File: src/rtl/puf_crp_sequencer_pkg.sv
// Shared definitions for the arbiter-PUF challenge/response sequencer.
// Holds the FSM state type, the LFSR constants and the Galois step helper.
package puf_pkg;

  localparam int C_LENGTH    = 8;
  localparam int SYNC_STAGES = 2;

  localparam logic [C_LENGTH-1:0] LFSR_TAPS     = 8'hB8;
  localparam logic [C_LENGTH-1:0] LFSR_ZERO_SUB = 8'h01;

  typedef enum logic [2:0] {
    S_IDLE   = 3'd0,
    S_LOAD   = 3'd1,
    S_ARM    = 3'd2,
    S_FIRE   = 3'd3,
    S_HOLD   = 3'd4,
    S_DECIDE = 3'd5,
    S_DONE   = 3'd6
  } state_e;

  // Right-shifting Galois step: the bit shifted out selects the tap mask.
  function automatic logic [C_LENGTH-1:0] lfsr_next(input logic [C_LENGTH-1:0] s);
    return (s >> 1) ^ (s[0] ? LFSR_TAPS : {C_LENGTH{1'b0}});
  endfunction

endpackage

File: src/rtl/puf_crp_sequencer_if.sv
// Host-side handshake of the PUF sequencer: start/seed in, packed response out.
interface puf_crp_sequencer_if #(
  parameter int RESP_BITS = 16
);
  import puf_pkg::*;

  logic                 start;
  logic [C_LENGTH-1:0]  seed;
  logic                 busy;
  logic [RESP_BITS-1:0] resp_data;
  logic                 resp_valid;
  logic                 resp_ready;

  modport master (
    output start, seed, resp_ready,
    input  busy, resp_data, resp_valid
  );

  modport slave (
    input  start, seed, resp_ready,
    output busy, resp_data, resp_valid
  );

endinterface

File: src/rtl/puf_crp_sequencer_lfsr.sv
// 8-bit Galois challenge LFSR with load, step and all-zero seed substitution.
module puf_lfsr8
  import puf_pkg::*;
(
  input  logic                clk,
  input  logic                rst_n,
  input  logic                load,
  input  logic                step,
  input  logic [C_LENGTH-1:0] seed,
  output logic [C_LENGTH-1:0] state
);

  logic [C_LENGTH-1:0] state_reg;

  always_ff @(posedge clk or negedge rst_n) begin
    if (!rst_n) begin
      state_reg <= '0;
    end else if (load) begin
      // An all-zero seed would lock the LFSR, so it is replaced.
      state_reg <= (seed == '0) ? LFSR_ZERO_SUB : seed;
    end else if (step) begin
      state_reg <= lfsr_next(state_reg);
    end
  end

  assign state = state_reg;

endmodule

File: src/rtl/puf_crp_sequencer.sv
// Drives challenges and race pulses into the arbiter PUF, majority-votes the
// synchronised responses and returns a packed word over valid/ready.
module puf_crp_sequencer
  import puf_pkg::*;
#(
  parameter int RESP_BITS = 16,
  parameter int VOTES     = 5,
  parameter int SETTLE    = 4,
  parameter int PULSE_W   = 2
) (
  input  logic                     clk,
  input  logic                     rst_n,
  puf_crp_sequencer_if.slave       host,
  input  logic                     puf_response,
  output logic [C_LENGTH-1:0]      puf_challenge,
  output logic                     puf_pulse
);

  localparam int CYC_MAX = (SETTLE > PULSE_W) ? SETTLE : PULSE_W;
  localparam int CYC_W   = $clog2(CYC_MAX + 1);
  localparam int VOTE_W  = $clog2(VOTES + 1);
  localparam int BIT_W   = $clog2(RESP_BITS + 1);

  localparam logic [CYC_W-1:0]  SETTLE_LAST = CYC_W'(SETTLE - 1);
  localparam logic [CYC_W-1:0]  PULSE_LAST  = CYC_W'(PULSE_W - 1);
  localparam logic [VOTE_W-1:0] VOTES_C     = VOTE_W'(VOTES);
  localparam logic [VOTE_W-1:0] VOTE_HALF   = VOTE_W'(VOTES / 2);
  localparam logic [BIT_W-1:0]  BITS_C      = BIT_W'(RESP_BITS);

  state_e                 state_reg, state_next;
  logic [CYC_W-1:0]       cyc_reg, cyc_next;
  logic [VOTE_W-1:0]      vote_reg, vote_next;
  logic [VOTE_W-1:0]      ones_reg, ones_next;
  logic [BIT_W-1:0]       bit_reg, bit_next;
  logic [RESP_BITS-1:0]   resp_reg, resp_next;
  logic [SYNC_STAGES-1:0] sync_reg;
  logic                   lfsr_load;
  logic                   lfsr_step;
  logic                   sample;

  puf_lfsr8 u_lfsr (
    .clk   (clk),
    .rst_n (rst_n),
    .load  (lfsr_load),
    .step  (lfsr_step),
    .seed  (host.seed),
    .state (puf_challenge)
  );

  // The arbiter output is asynchronous to clk; only the last stage is used.
  always_ff @(posedge clk or negedge rst_n) begin
    if (!rst_n) begin
      sync_reg <= '0;
    end else begin
      sync_reg <= {sync_reg[SYNC_STAGES-2:0], puf_response};
    end
  end

  assign sample = sync_reg[SYNC_STAGES-1];

  always_comb begin
    state_next = state_reg;
    cyc_next   = cyc_reg;
    vote_next  = vote_reg;
    ones_next  = ones_reg;
    bit_next   = bit_reg;
    resp_next  = resp_reg;
    lfsr_load  = 1'b0;
    lfsr_step  = 1'b0;

    case (state_reg)
      S_IDLE: begin
        if (host.start) begin
          lfsr_load  = 1'b1;
          state_next = S_LOAD;
        end
      end

      S_LOAD: begin
        cyc_next   = '0;
        vote_next  = '0;
        ones_next  = '0;
        bit_next   = '0;
        resp_next  = '0;
        state_next = S_ARM;
      end

      S_ARM: begin
        if (cyc_reg == SETTLE_LAST) begin
          cyc_next   = '0;
          state_next = S_FIRE;
        end else begin
          cyc_next = cyc_reg + CYC_W'(1);
        end
      end

      S_FIRE: begin
        if (cyc_reg == PULSE_LAST) begin
          cyc_next   = '0;
          state_next = S_HOLD;
        end else begin
          cyc_next = cyc_reg + CYC_W'(1);
        end
      end

      S_HOLD: begin
        if (cyc_reg == SETTLE_LAST) begin
          // The race has had SETTLE cycles plus sync latency to resolve.
          cyc_next   = '0;
          ones_next  = ones_reg + VOTE_W'(sample);
          vote_next  = vote_reg + VOTE_W'(1);
          state_next = (vote_reg + VOTE_W'(1) == VOTES_C) ? S_DECIDE : S_ARM;
        end else begin
          cyc_next = cyc_reg + CYC_W'(1);
        end
      end

      S_DECIDE: begin
        // First voted bit ends up in the MSB once the word is complete.
        resp_next  = {resp_reg[RESP_BITS-2:0], (ones_reg > VOTE_HALF)};
        lfsr_step  = 1'b1;
        ones_next  = '0;
        vote_next  = '0;
        bit_next   = bit_reg + BIT_W'(1);
        state_next = (bit_reg + BIT_W'(1) == BITS_C) ? S_DONE : S_ARM;
      end

      S_DONE: begin
        if (host.resp_ready) begin
          state_next = S_IDLE;
        end
      end

      default: state_next = S_IDLE;
    endcase
  end

  always_ff @(posedge clk or negedge rst_n) begin
    if (!rst_n) begin
      state_reg <= S_IDLE;
      cyc_reg   <= '0;
      vote_reg  <= '0;
      ones_reg  <= '0;
      bit_reg   <= '0;
      resp_reg  <= '0;
    end else begin
      state_reg <= state_next;
      cyc_reg   <= cyc_next;
      vote_reg  <= vote_next;
      ones_reg  <= ones_next;
      bit_reg   <= bit_next;
      resp_reg  <= resp_next;
    end
  end

  // Decoded straight from the state register so reset clears them at once.
  assign puf_pulse       = (state_reg == S_FIRE);
  assign host.busy       = (state_reg != S_IDLE);
  assign host.resp_valid = (state_reg == S_DONE);
  assign host.resp_data  = resp_reg;

endmodule

File: src/flat_wrapper.sv
// flat-port wrapper written by rule: the top's interface ports become plain ports
module puf_crp_sequencer_flat import puf_pkg::*;
#(
  parameter int RESP_BITS = 16,
  parameter int VOTES     = 5,
  parameter int SETTLE    = 4,
  parameter int PULSE_W   = 2
)
  (clk, rst_n, puf_response, puf_challenge, puf_pulse, host_start, host_seed, host_resp_ready, host_busy, host_resp_data, host_resp_valid);
  puf_crp_sequencer_if #(.RESP_BITS(RESP_BITS)) host_i ();
  input  logic clk;
  input  logic rst_n;
  input  logic puf_response;
  output logic [C_LENGTH-1:0] puf_challenge;
  output logic puf_pulse;
  input wire logic [$bits(host_i.start)-1:0] host_start;
  input wire logic [$bits(host_i.seed)-1:0] host_seed;
  input wire logic [$bits(host_i.resp_ready)-1:0] host_resp_ready;
  output wire logic [$bits(host_i.busy)-1:0] host_busy;
  output wire logic [$bits(host_i.resp_data)-1:0] host_resp_data;
  output wire logic [$bits(host_i.resp_valid)-1:0] host_resp_valid;
  assign host_i.start = host_start;
  assign host_i.seed = host_seed;
  assign host_i.resp_ready = host_resp_ready;
  assign host_busy = host_i.busy;
  assign host_resp_data = host_i.resp_data;
  assign host_resp_valid = host_i.resp_valid;
  puf_crp_sequencer #(.RESP_BITS(RESP_BITS), .VOTES(VOTES), .SETTLE(SETTLE), .PULSE_W(PULSE_W)) u_core (.clk(clk), .rst_n(rst_n), .host(host_i), .puf_response(puf_response), .puf_challenge(puf_challenge), .puf_pulse(puf_pulse));
endmodule
File: config.mk
export PLATFORM = sky130hd
export DESIGN_NAME = puf_crp_sequencer_flat
export DESIGN_NICKNAME = d
export VERILOG_FILES = /design/src/rtl/puf_crp_sequencer_pkg.sv /design/src/rtl/puf_crp_sequencer_if.sv /design/src/rtl/puf_crp_sequencer_lfsr.sv /design/src/rtl/puf_crp_sequencer.sv /design/src/flat_wrapper.sv
export SDC_FILE = /design/constraint.sdc
export NUM_CORES = 1
export LEC_CHECK = 0
export CAP_MARGIN = 0
export CELL_PAD_IN_SITES_DETAIL_PLACEMENT = 1
export CELL_PAD_IN_SITES_GLOBAL_PLACEMENT = 2
export CORE_ASPECT_RATIO = 0.9
export CORE_MARGIN = 2
export CORE_UTILIZATION = 34
export CTS_CLUSTER_DIAMETER = 30
export DETAILED_ROUTE_END_ITERATION = 10
export GPL_ROUTABILITY_DRIVEN = 0
export PLACE_DENSITY = 0.85
export SLEW_MARGIN = 10
export SYNTH_ARGS = -nofsm -noshare
export SYNTH_HDL_FRONTEND = slang
export SYNTH_SLANG_ARGS = --single-unit
File: constraint.sdc
create_clock -name clk -period 4.3 [get_ports clk]
set_input_delay 0.86 -clock clk [delete_from_list [all_inputs] [get_ports clk]]
set_output_delay 0.86 -clock clk [all_outputs]
set_load 0.02 [all_outputs]
==> results.txt, run 1 <==
outcome: finished, final reports clean
Die ar.: 0.00721 mm²
CP max FO: 20
total gr overflow: 0
drt initial violations: 91
crit end category: primary output
post-synthesis sequential element count: 43
most common cell after layout, fill and taps aside: nand2_1
Mean Syn Cell Area: 9.08 µm²
post-CTS setup buffers: 0
top_reg_cell synth: dfrtp_1
wire per inst: 14.0 µm
Starting Density: 35.8%
Final Power: 683 µW
CP max-delay cell: dfrtp_1
setup TNS: 0 ps
Site Rows: 27
largest net degree at the start of global routing: 44
Syn. warnings: 0
Synth cell types: 40
Clk pwr share: 37.1%
startpoint types: register
fin crit share: 70.6%
Routed WL: 5140 µm
Clock Skew: 10.9 ps
Root Driver: clkbuf_8
FF/Latch Area: 0.00108 mm²
filler cell count: 742
Syn Nets: 267
depth of the CTS H-tree: 2
Slew @ Worst Pin: 986 ps
Hold Vio Cnt, Final: 0
core box area: 0.00622 mm²
met2 Usage GRT: 23.1%
highest-count cells in the layout ignoring fill and taps: 61 x nand2_1, 43 x dfrtp_1, 38 x clkdlybuf4s50_1
Crit Path Class: register to primary output
Setup Viol. Count Final: 0
hold path depth: 0
cts hold-fix bufs: 0
Combinational Power Share: 3.4%
Slew Viols, Final: 0
Post-DRT Antenna Nets: 0
multi-input combinational cell area: 0.00104 mm²
Mapped Cells: 245
Lkg Pwr: 0.00108 µW
TritonCTS Buffers: 5
slowest stage delay, CP: 760 ps
first-pass GRT wire length: 8620 µm
Power Dens Cells: 249 mW/mm²
area delta synth->final: 23.3%
EDFF count, synth: 0
CTS clock-pin slew for the worst setup and hold paths: 80 ps
Final HPWL DP: 3600 µm
Sw Ratio: 22.5%
fmax: 329 MHz
Seq/Total Area, Yosys: 48.4%
Hold Path Class: register to register
worst-case clock buffer depth: 2
vias per cell: 4.94
Final nets: 301
I/O pin count: 40
reg2reg path depth: 5
Sequential Power Share: 59.5%
NetSw: 153 µW
ys async rst share: 100%
drc violations: 0
Finished Core Util: 44.1%
vias in the first global route: 1793
Max-slew headroom: 34.3%
# Max-Cap Violations: 0
via count: 1814
DR pass1 iterations: 4
Port Buffers: 39
n_diodes: 0
fraction of layout cells with a size suffix above 1: 6.79%
CTS tree: built
Die X-Extent: 89.3 µm
met1 Use GR: 22.2%
total clock sinks: 43
GR peak layer: met2
worst path arrival time: 2180 ps
post-CTS sizing: 0
Worst VDD drop: 0.000152 V
Cell Area, Synth: 0.00222 mm²
die height: 80.7 µm
GR Util All Layers: 15.4%
RSZ-0062 raised after global routing: no
initial antenna violation count: 0
met3 GRT Util: 3.46%
Critical Path RT: 3440 ps
min Tclk post-route: 3040 ps
clock latency on the worst-skew pair: 300 ps
Pint: 530 µW
max reg flops: 16
critical-path cell list: nor2b_1 -> and2_1 -> clkdlybuf4s50_1
## synthesized netlist by cell type (all sizes together), types with 2 or more instances
master / number / share of area, %
a31oi: 6 / 2.4
buf: 9 / 2.5
o22ai: 2 / 0.56
dfrtp: 43 / 48
nand3b: 2 / 1.2
nor2b: 3 / 0.84
xnor2: 3 / 1.2
a22oi: 5 / 1.7
o21ai: 32 / 7.2
nand2b: 2 / 0.56
ha: 9 / 5.1
o31ai: 2 / 0.67
nand2: 61 / 10
and2: 2 / 0.56
clkbuf: 5 / 0.84
nand3: 7 / 1.6
nor2: 14 / 2.6
mux2i: 5 / 2.2
a21oi: 8 / 1.8
nor3: 5 / 1.3
inv: 9 / 1.5
## worst max-delay path, delay by kind of cell, from the launching register on
kind | cells | cell delay [ps]
flip-flops | 1 | 760
buffers and inverters | 1 | 600
AND/OR/NAND/NOR | 2 | 520
## through the flow
stage               instance area (µm²)  instances  worst slack (ps)  hold slack, ps
finish                             2740        367              1260             368
global route                       2740        367              1170             387
CTS                                2740        367              1250             373
detailed placement                 2660        359              1580             353
global placement                   2660        359              1640             335
floorplan                          2220        245              2480             331
## kinds of logic (layout without fill, tap and decap cells)
family	Yosys count	in the layout	synth area share (%)
DFF	43	43	48.4
and+or+nand+nor	101	101	20.9
AOI/OAI and AO/OA	60	60	16.9
buffers and inverters	23	58	4.89
xor gates and xnor gates	4	4	1.58
adders and majority gates	9	9	5.06
muxes	5	5	2.25
## area by class of cell
| cell class | count | area share (%) |
|---|---|---|
| clock buffers | 6 | 2.64 |
| clock inverters | 2 | 0.456 |
| inverters | 9 | 1.23 |
| multi-input cells | 179 | 37.9 |
| flip-flops and latches | 43 | 39.2 |
| well taps | 87 | 3.97 |
| repair buffers | 41 | 14.6 |
## power by group through the flow
stage / Combinational, µW / Sequential, µW / Clock (µW)
floorplan: 0.861 / 415 / 0
global placement: 24.0 / 414 / 0
detailed placement: 23.9 / 415 / 0
CTS: 24.1 / 407 / 263
global route: 25.9 / 407 / 285
finish: 23.1 / 406 / 254
## layer usage
metal / share of wire [%] / wire length (µm) / up-vias
met5: 0 / 0 / -
met4: 1.4 / 70 / 0
met3: 4.0 / 206 / 6
met2: 43 / 2230 / 37
met1: 51 / 2640 / 871
li1: - / - / 900
## final timing paths
| path | startpoint | end | slack (ps) |
|---|---|---|---|
| hold / removal | u_core.sync_reg[0] | u_core.sync_reg[1] | 370 |
| max in group asynchronous | rst_n | u_core.host.resp_data[13] | 2970 |
| min in group asynchronous | rst_n | u_core.sync_reg[1] | 720 |
| setup / recovery | u_core.state_reg[1] | puf_pulse | 1260 |
| setup reg to reg | u_core.state_reg[0] | u_core.state_reg[2] | 1840 |
| hold reg to reg | u_core.sync_reg[0] | u_core.sync_reg[1] | 370 |
No activity file was read; power rests on OpenSTA's default activity.
==> run 2, diff against run 1 <==
- CORE_UTILIZATION: 34 -> 32
- PLACE_DENSITY: 0.85 -> 0.81
- clock period: 4.3 -> 2.8 ns (I/O delays scaled with it)
==> run 2 against run 1 <==
  * First-iteration DRC count fell by 18%
  * Non-clock buffer count up 4
  * Power rose by 61%
  * Flip-flop and latch count unchanged
  * Cell count increased by 1.9%
  * Sequential power up 54%
  * Clock power increased by 72%
  * Sequential share of layout area is 0.69 points lower
  * Clock-buffer cell count up 2
  * Critical path type unchanged
  * Largest cell class unchanged
==> results.txt, run 2 (synthesis gave the netlist of run 1 again) <==
clock latency on the worst-skew pair: 290 ps
Buf/Inv on CP: 1
CTS tree: built
setup TNS: 0 ps
Clock Skew: 9.93 ps
Setup WS pre-CTS: 690 ps
largest net degree at the start of global routing: 44
Max-slew headroom: 61.7%
Port Buffers: 39
die height: 83.1 µm
Die X-Extent: 91.9 µm
Slew Viols, Final: 0
core box area: 0.00666 mm²
crit end category: primary output
drc violations: 0
worst-case clock buffer depth: 2
drt initial violations: 75
I/O pin count: 40
Setup Viol. Count Final: 0
total clock sinks: 43
post-CTS sizing: 0
delay-heaviest family, CP: buffers and inverters
initial antenna violation count: 0
Final HPWL DP: 3720 µm
Lkg Pwr: 0.00111 µW
CP max FO: 8
Die ar.: 0.00764 mm²
highest-count cells in the layout ignoring fill and taps: 61 x nand2_1, 43 x dfrtp_1, 38 x clkdlybuf4s50_1
Worst VDD drop: 0.000187 V
# Max-Cap Violations: 0
Final Hold Slack: 351 ps
Hold Vio Cnt, Final: 0
Post-DRT Antenna Nets: 0
Slew @ Worst Pin: 575 ps
RSZ-0062 raised after global routing: no
vias in the first global route: 1946
most common cell after layout, fill and taps aside: nand2_1
setup ws final: 374 ps
Non-Filler Instances: 374
max reg flops: 16
total gr overflow: 0
Site Rows: 28
via count: 1840
Finished Cell Area: 0.00279 mm²
Root Driver: clkbuf_8
placed cells: 366
Final nets: 305
fraction of layout cells with a size suffix above 1: 8.10%
Critical Path RT: 2240 ps
Hold Path Class: primary input to async pin
outcome: finished, final reports clean
worst path arrival time: 1870 ps
startpoint types: register
DR pass1 iterations: 4
area delta synth->final: 25.5%
GR Util All Layers: 15.1%
vias per cell: 4.92
CTS clock-pin slew for the worst setup and hold paths: 80 ps
min Tclk post-route: 2430 ps
wire per inst: 14.4 µm
fin crit share: 86.6%
Power Dens Cells: 393 mW/mm²
Starting Density: 33.4%
TritonCTS Buffers: 5
post-CTS setup buffers: 0
slowest stage delay, CP: 600 ps
fmax: 412 MHz
Crit Path Class: register to primary output
cts hold-fix bufs: 0
first-pass GRT wire length: 9350 µm
depth of the CTS H-tree: 2
Placed Area: 0.00269 mm²
n_diodes: 0
critical-path cell list: nor2b_1 -> and2_1 -> clkdlybuf4s50_1
CP max-delay cell: clkdlybuf4s50_1
Routed WL: 5370 µm
[run 2: power breakdown]
| group | internal (µW) | switching, µW | leakage (µW) |
|---|---|---|---|
| Sequential | 623 | 1.22 | 0.000552 |
| Combinational | 17.2 | 19.7 | 0.000509 |
| Clock | 225 | 210 | 0.0000515 |
| Total | 865 | 231 | 0.00111 |
[run 2: stage by stage]
| step | total power [µW] | utilization, % |
|---|---|---|
| floorplan | 639 | - |
| global placement | 674 | 40.5 |
| detailed placement | 675 | 40.5 |
| CTS | 1120 | 42.0 |
| global route | 1140 | 42.0 |
| finish | 1100 | 42.0 |
[run 2: metal layers]
| metal | wire length [µm] | GRT usage, % | vias to the layer above | share of wire [%] |
|---|---|---|---|---|
| met4 | 40 | 4.48 | 0 | 0.74 |
| met1 | 2710 | 20.4 | 901 | 50 |
| met3 | 243 | 3.63 | 2 | 4.5 |
| li1 | - | - | 907 | - |
| met2 | 2380 | 23.9 | 30 | 44 |
| met5 | 0 | 0 | - | 0 |
[run 2: worst paths after layout]
check	depth (start not counted)	slack, ps	from	to
setup / recovery	3	370	u_core.state_reg[1]	puf_pulse
max in group asynchronous	2	2060	rst_n	u_core.host.resp_data[7]
hold reg to reg	0	350	u_core.sync_reg[0]	u_core.sync_reg[1]
setup reg to reg	7	860	u_core.cyc_reg[0]	u_core.state_reg[2]
hold / removal	2	350	rst_n	u_core.cyc_reg[1]
min in group clk	0	350	u_core.sync_reg[0]	u_core.sync_reg[1]
[run 2: final cells by class]
cell class,instances,area [µm²]
Fill cell,782,3860
Sequential cell,43,1080
Multi-Input combinational cell,179,1040
Timing Repair Buffer,45,430
Tap cell,90,113
Clock buffer,8,100
Inverter,9,33.8
==> run 3, diff against run 2 <==
- ABC_AREA: default -> 1
- CORE_UTILIZATION: 32 -> 31
- PLACE_DENSITY: 0.81 -> 0.8
==> run 3 against run 2 <==
  * Synthesized cell count is 2.9% lower
  * Flip-flop and latch count did not move
  * Die area decreased by 2.2%
  * Final area is 3.9% lower
  * Worst setup slack better by 4.3 ps
  * Hold slack worse by 140 ps
  * Sequential power increased by 2%
  * Critical endpoint unchanged
  * Largest power group unchanged
==> results.txt, run 3 <==
Hold Path Class: primary input to async pin
Reg-to-Reg End: u_core.u_lfsr.state[4]
Worst VDD drop: 0.000178 V
fraction of layout cells with a size suffix above 1: 8.90%
CP max-delay cell: clkdlybuf4s50_1
Setup Viol. Count Final: 0
max reg flops: 16
Die X-Extent: 90.9 µm
wire per inst: 12.7 µm
# Max-Cap Violations: 0
Power Dens Cells: 442 mW/mm²
Site Rows: 28
Buf/Inv on CP: 3
met2 Usage GRT: 21.8%
Combinational Power Share: 4.2%
drt initial violations: 70
Slew Viols, Final: 0
depth of the CTS H-tree: 2
startpoint types: register
first-pass GRT wire length: 7980 µm
critical path depth: 4
I/O pin count: 40
Critical Path RT: 2240 ps
CTS clock-pin slew for the worst setup and hold paths: 80 ps
TritonCTS Buffers: 5
Syn. warnings: 0
top-area cell type share of the netlist area: 51.1%
most common cell in the netlist: nand2_1
Synth top cells by count: 51 x nand2_1, 43 x dfrtp_1, 42 x inv_1
crit end category: primary output
most common cell after layout, fill and taps aside: nand2_1
multi-input combinational cell area: 807 µm²
RSZ-0062 raised after global routing: no
Hold Vio Cnt, Final: 0
RR Startpoint: u_core.state_reg[1]
min Tclk post-route: 2420 ps
setup TNS: 0 ps
post-synthesis sequential element count: 43
top_reg_cell synth: dfrtp_1
filler cell count: 797
Finished Core Util: 40.7%
met3 GRT Util: 2.81%
Synth area leader: dfrtp_1
total clock sinks: 43
Root Driver: clkbuf_8
CTS tree: built
Sw Ratio: 20.7%
die height: 82.2 µm
Mapped Cells: 238
post-CTS setup buffers: 0
Clock Skew: 7.86 ps
Crit Path Class: register to primary output
EDFF count, synth: 0
GR peak layer: met2
cts hold-fix bufs: 0
met1 Use GR: 18.5%
outcome: finished, final reports clean
FF/Latch Area: 0.00108 mm²
Pint: 942 µW
area delta synth->final: 27.5%
worst path arrival time: 1860 ps
clock latency on the worst-skew pair: 290 ps
Final nets: 302
Clk pwr share: 42.2%
Mean Syn Cell Area: 8.84 µm²
NetSw: 245 µW
post-CTS sizing: 0
Max-slew headroom: 69.1%
Slew @ Worst Pin: 463 ps
highest-count cells in the layout ignoring fill and taps: 51 x nand2_1, 43 x dfrtp_1, 42 x inv_1
initial antenna violation count: 0
GR Util All Layers: 13.5%
slowest stage delay, CP: 600 ps
fin crit share: 86.5%
Starting Density: 32.0%
fmax: 413 MHz
Lkg Pwr: 0.00125 µW
flop2flop setup slack: 880 ps
Sequential Power Share: 53.6%
via count: 1689
Synth area leaders: dfrtp_1 51%, nand2_1 9.1%, inv_1 7.5%
ys async rst share: 100%
largest net degree at the start of global routing: 26
vias per cell: 4.55
CP max FO: 8
core box area: 0.00659 mm²
Cell Area, Synth: 0.00210 mm²
Die ar.: 0.00746 mm²
Syn Nets: 260
DR pass1 iterations: 4
worst-case clock buffer depth: 2
Routed WL: 4720 µm
total gr overflow: 0
reg2reg path depth: 8
Post-DRT Antenna Nets: 0
delay-heaviest family, CP: buffers and inverters
vias in the first global route: 1732
Synth cell types: 27
n_diodes: 0
Seq/Total Area, Yosys: 51.1%
Final HPWL DP: 3500 µm
Port Buffers: 39
drc violations: 0
critical-path cell list: inv_6 -> nand3_1 -> inv_1 -> clkdlybuf4s50_1
[run 3: power by group through the flow]
stage / logic (µW) / clock network, µW / registers [µW]
6_report: 49.7 / 501 / 636
5_1_grt: 57.9 / 547 / 638
4_1_cts: 52.6 / 521 / 636
3_5_place_dp: 52.1 / 0 / 649
3_3_place_gp: 50.7 / 0 / 648
2_1_floorplan: 14.1 / 0 / 647
[run 3: metal layers]
metal,routed length [µm],vias up
met3,154,5
met2,2120,29
met1,2390,806
li1,-,849
met4,51,0
met5,0,-
[run 3: per-stage QoR]
stage               instance area [µm²]  instances  hold WS [ps]  setup slack, ps  power (µW)
detailed placement                 2570        363           343              685         701
CTS                                2680        371           223              352        1210
global placement                   2570        363           345              730         699
floorplan                          2100        238           264             1250         661
finish                             2680        371           210              379        1190
global route                       2680        371           228              284        1240
[run 3: area by class of cell]
class | count | area share, %
tap | 90 | 4.20
inverter | 46 | 6.62
clock buffer | 6 | 3.08
multi-input combinational | 144 | 30.1
clock inverter | 2 | 1.31
timing repair buffer | 40 | 14.6
sequential | 43 | 40.1
[run 3: worst max path at each step]
stage,startpoint,endpoint,slack (ps)
finish,u_core.state_reg[2],puf_pulse,380
global route,u_core.state_reg[2],puf_pulse,280
CTS,u_core.state_reg[2],puf_pulse,350
detailed placement,u_core.state_reg[2],puf_pulse,680
global placement,u_core.state_reg[2],puf_pulse,730
floorplan,u_core.state_reg[1],host_resp_valid,1250
[run 3: cells by family after synthesis]
logic type	share of synthesized area, %
xor gates and xnor gates	1.25
adders and majority gates	5.35
DFF	51.1
AOI/OAI and AO/OA	13.3
buffers and inverters	10.5
and+or+nand+nor	18.5
[run 3: worst reg2reg max path, delay by kind of cell (launching register included)]
kind	cells	cell delay, ps
DFF	1	450
and+or+nand+nor	4	700
buffers and inverters	3	590
AOI/OAI and AO/OA	1	80
==> RTL change, RTL diff (config.mk and constraints of run 2) <==
`RESP_BITS` is set to 16 in 3 places; all go to 64.
--- a/src/rtl/puf_crp_sequencer_if.sv
+++ b/src/rtl/puf_crp_sequencer_if.sv
@@ -1,5 +1,5 @@
 // Host-side handshake of the PUF sequencer: start/seed in, packed response out.
 interface puf_crp_sequencer_if #(
-  parameter int RESP_BITS = 16
+  parameter int RESP_BITS = 64
 );
   import puf_pkg::*;
--- a/src/rtl/puf_crp_sequencer.sv
+++ b/src/rtl/puf_crp_sequencer.sv
@@ -4,5 +4,5 @@
   import puf_pkg::*;
 #(
-  parameter int RESP_BITS = 16,
+  parameter int RESP_BITS = 64,
   parameter int VOTES     = 5,
   parameter int SETTLE    = 4,
--- a/src/flat_wrapper.sv
+++ b/src/flat_wrapper.sv
@@ -2,5 +2,5 @@
 module puf_crp_sequencer_flat import puf_pkg::*;
 #(
-  parameter int RESP_BITS = 16,
+  parameter int RESP_BITS = 64,
   parameter int VOTES     = 5,
   parameter int SETTLE    = 4,
Interface: changed (resized host_resp_data); port bits go from 40 to 88. No check against the original RTL was run, so the function may have changed too.
==> RTL change against run 2 <==
Combinational power grew to 29 times the old value; via count grew 88%; setup slack lost 220 ps; synthesized area grew 90%; cell area grew 97%; total power grew to 3.7 times the old value; utilization grew 1.1 points; wire length grew 99%; sequential power grew to 2.6 times the old value; sequential cell count grew 50; final cell count grew 90%; largest cell class unchanged.
==> RTL change: results (changes against run 2) <==
- Setup Skew: 7.071 ps (-2.862 ps)
- Post-DR wirelength/cell: 15.05 µm (+4.8%)
- Vias in the first global route: 3657 (+88%)
- First-pass GRT wire length: 18.24 mm (+95%)
- Sw Ratio: 0.3422 (+0.1313)
- R2r startpoint: u_core.state_reg[2]
- Max VDD drop: 360.5 µV (+93%)
- Outcome: completed
- Largest net degree at the start of global routing: 74 (+68%)
- Worst R2R End: u_core.vote_reg[2]
- Cell Count Post-Placement: 693 (+89%)
- Final Non-Filler Cells: 709 (+90%)
- CTS buffer count: 9 (+4)
- R2R cell count: 5 (-2)
- Clk root buf: clkbuf_16
- Critical path's slowest cell: dfrtp_1
- Clk pin slew, worst setup/hold paths: 60 ps (-20 ps)
- Sequential fraction of the synthesis area: 0.5518 (+0.06808)
- CP max stage delay: 650 ps (+50 ps)
- Actual slew at the worst max-slew pin: 788.8 ps (+214.3 ps)
- Clk_lat worst skew: 350 ps (+60 ps)
- HPWL Detailed: 7.001 mm (+88%)
- Initial drt markers: 174 (+130%)
- Syn_nets: 491 (+84%)
- Largest cells by area after synthesis: dfrtp_1 55%, nand2_1 14%, nand3_1 8.1%
- Mapped Avg Cell Area: 9.012 µm² (-0.75%)
- Final net count: 563 (+85%)
==> RTL change: cell types whose count changed after synthesis, moves of 7 or more <==
cell and delta:
nand2_1 +97, nand3_1 +61, dfrtp_1 +50, o21ai_0 -18
buf_2 +16, o21ai_1 +7
==> RTL change: final cells by class <==
cell class / instances / area [µm²]
fillers: 1512 / 7279
flip-flops and latches: 93 / 2328
multi-input cells: 333 / 1693
repair buffers: 93 / 925.9
clock buffers: 10 / 229.0
well taps: 164 / 205.2
clock inverters: 6 / 86.33
inverters: 10 / 37.54
==> RTL change: kinds of logic (layout without fill, tap and decap cells) <==
| group | Yosys count | in the layout | share of synthesized area |
|---|---|---|---|
| AND/OR/NAND/NOR | 264 | 264 | 0.2759 |
| buffers and inverters | 42 | 119 | 0.04924 |
| multiplexers | 7 | 7 | 0.01661 |
| AO/OA/AOI/OAI | 46 | 46 | 0.06438 |
| flip-flops | 93 | 93 | 0.5518 |
| adder cells (fa/ha/maj) | 10 | 10 | 0.02966 |
| XOR/XNOR | 6 | 6 | 0.01246 |
==> RTL change: routing by layer <==
metal  share of wire  vias to the layer above  track usage
li1                -                     1683            -
met1            0.48                     1720       0.2051
met2            0.48                       49       0.2620
met3           0.038                        8      0.05012
met4          0.0097                        0      0.04222
met5               0                        -            0
==> RTL change: through the flow <==
step	setup slack [ps]	instance area [µm²]
3_5_place_dp	542.2	5190
3_3_place_gp	581.2	5190
6_report	157.4	5505
4_1_cts	152.1	5505
2_1_floorplan	1044	4218
5_1_grt	59.15	5505
==> RTL change: power by group through the flow <==
stage / clock network (mW) / registers [mW] / logic [mW]
floorplan: 0 / 1.63 / 0.740
global placement: 0 / 1.64 / 1.08
detailed placement: 0 / 1.64 / 1.10
CTS: 1.36 / 1.62 / 1.10
global route: 1.41 / 1.64 / 1.20
finish: 1.32 / 1.62 / 1.08
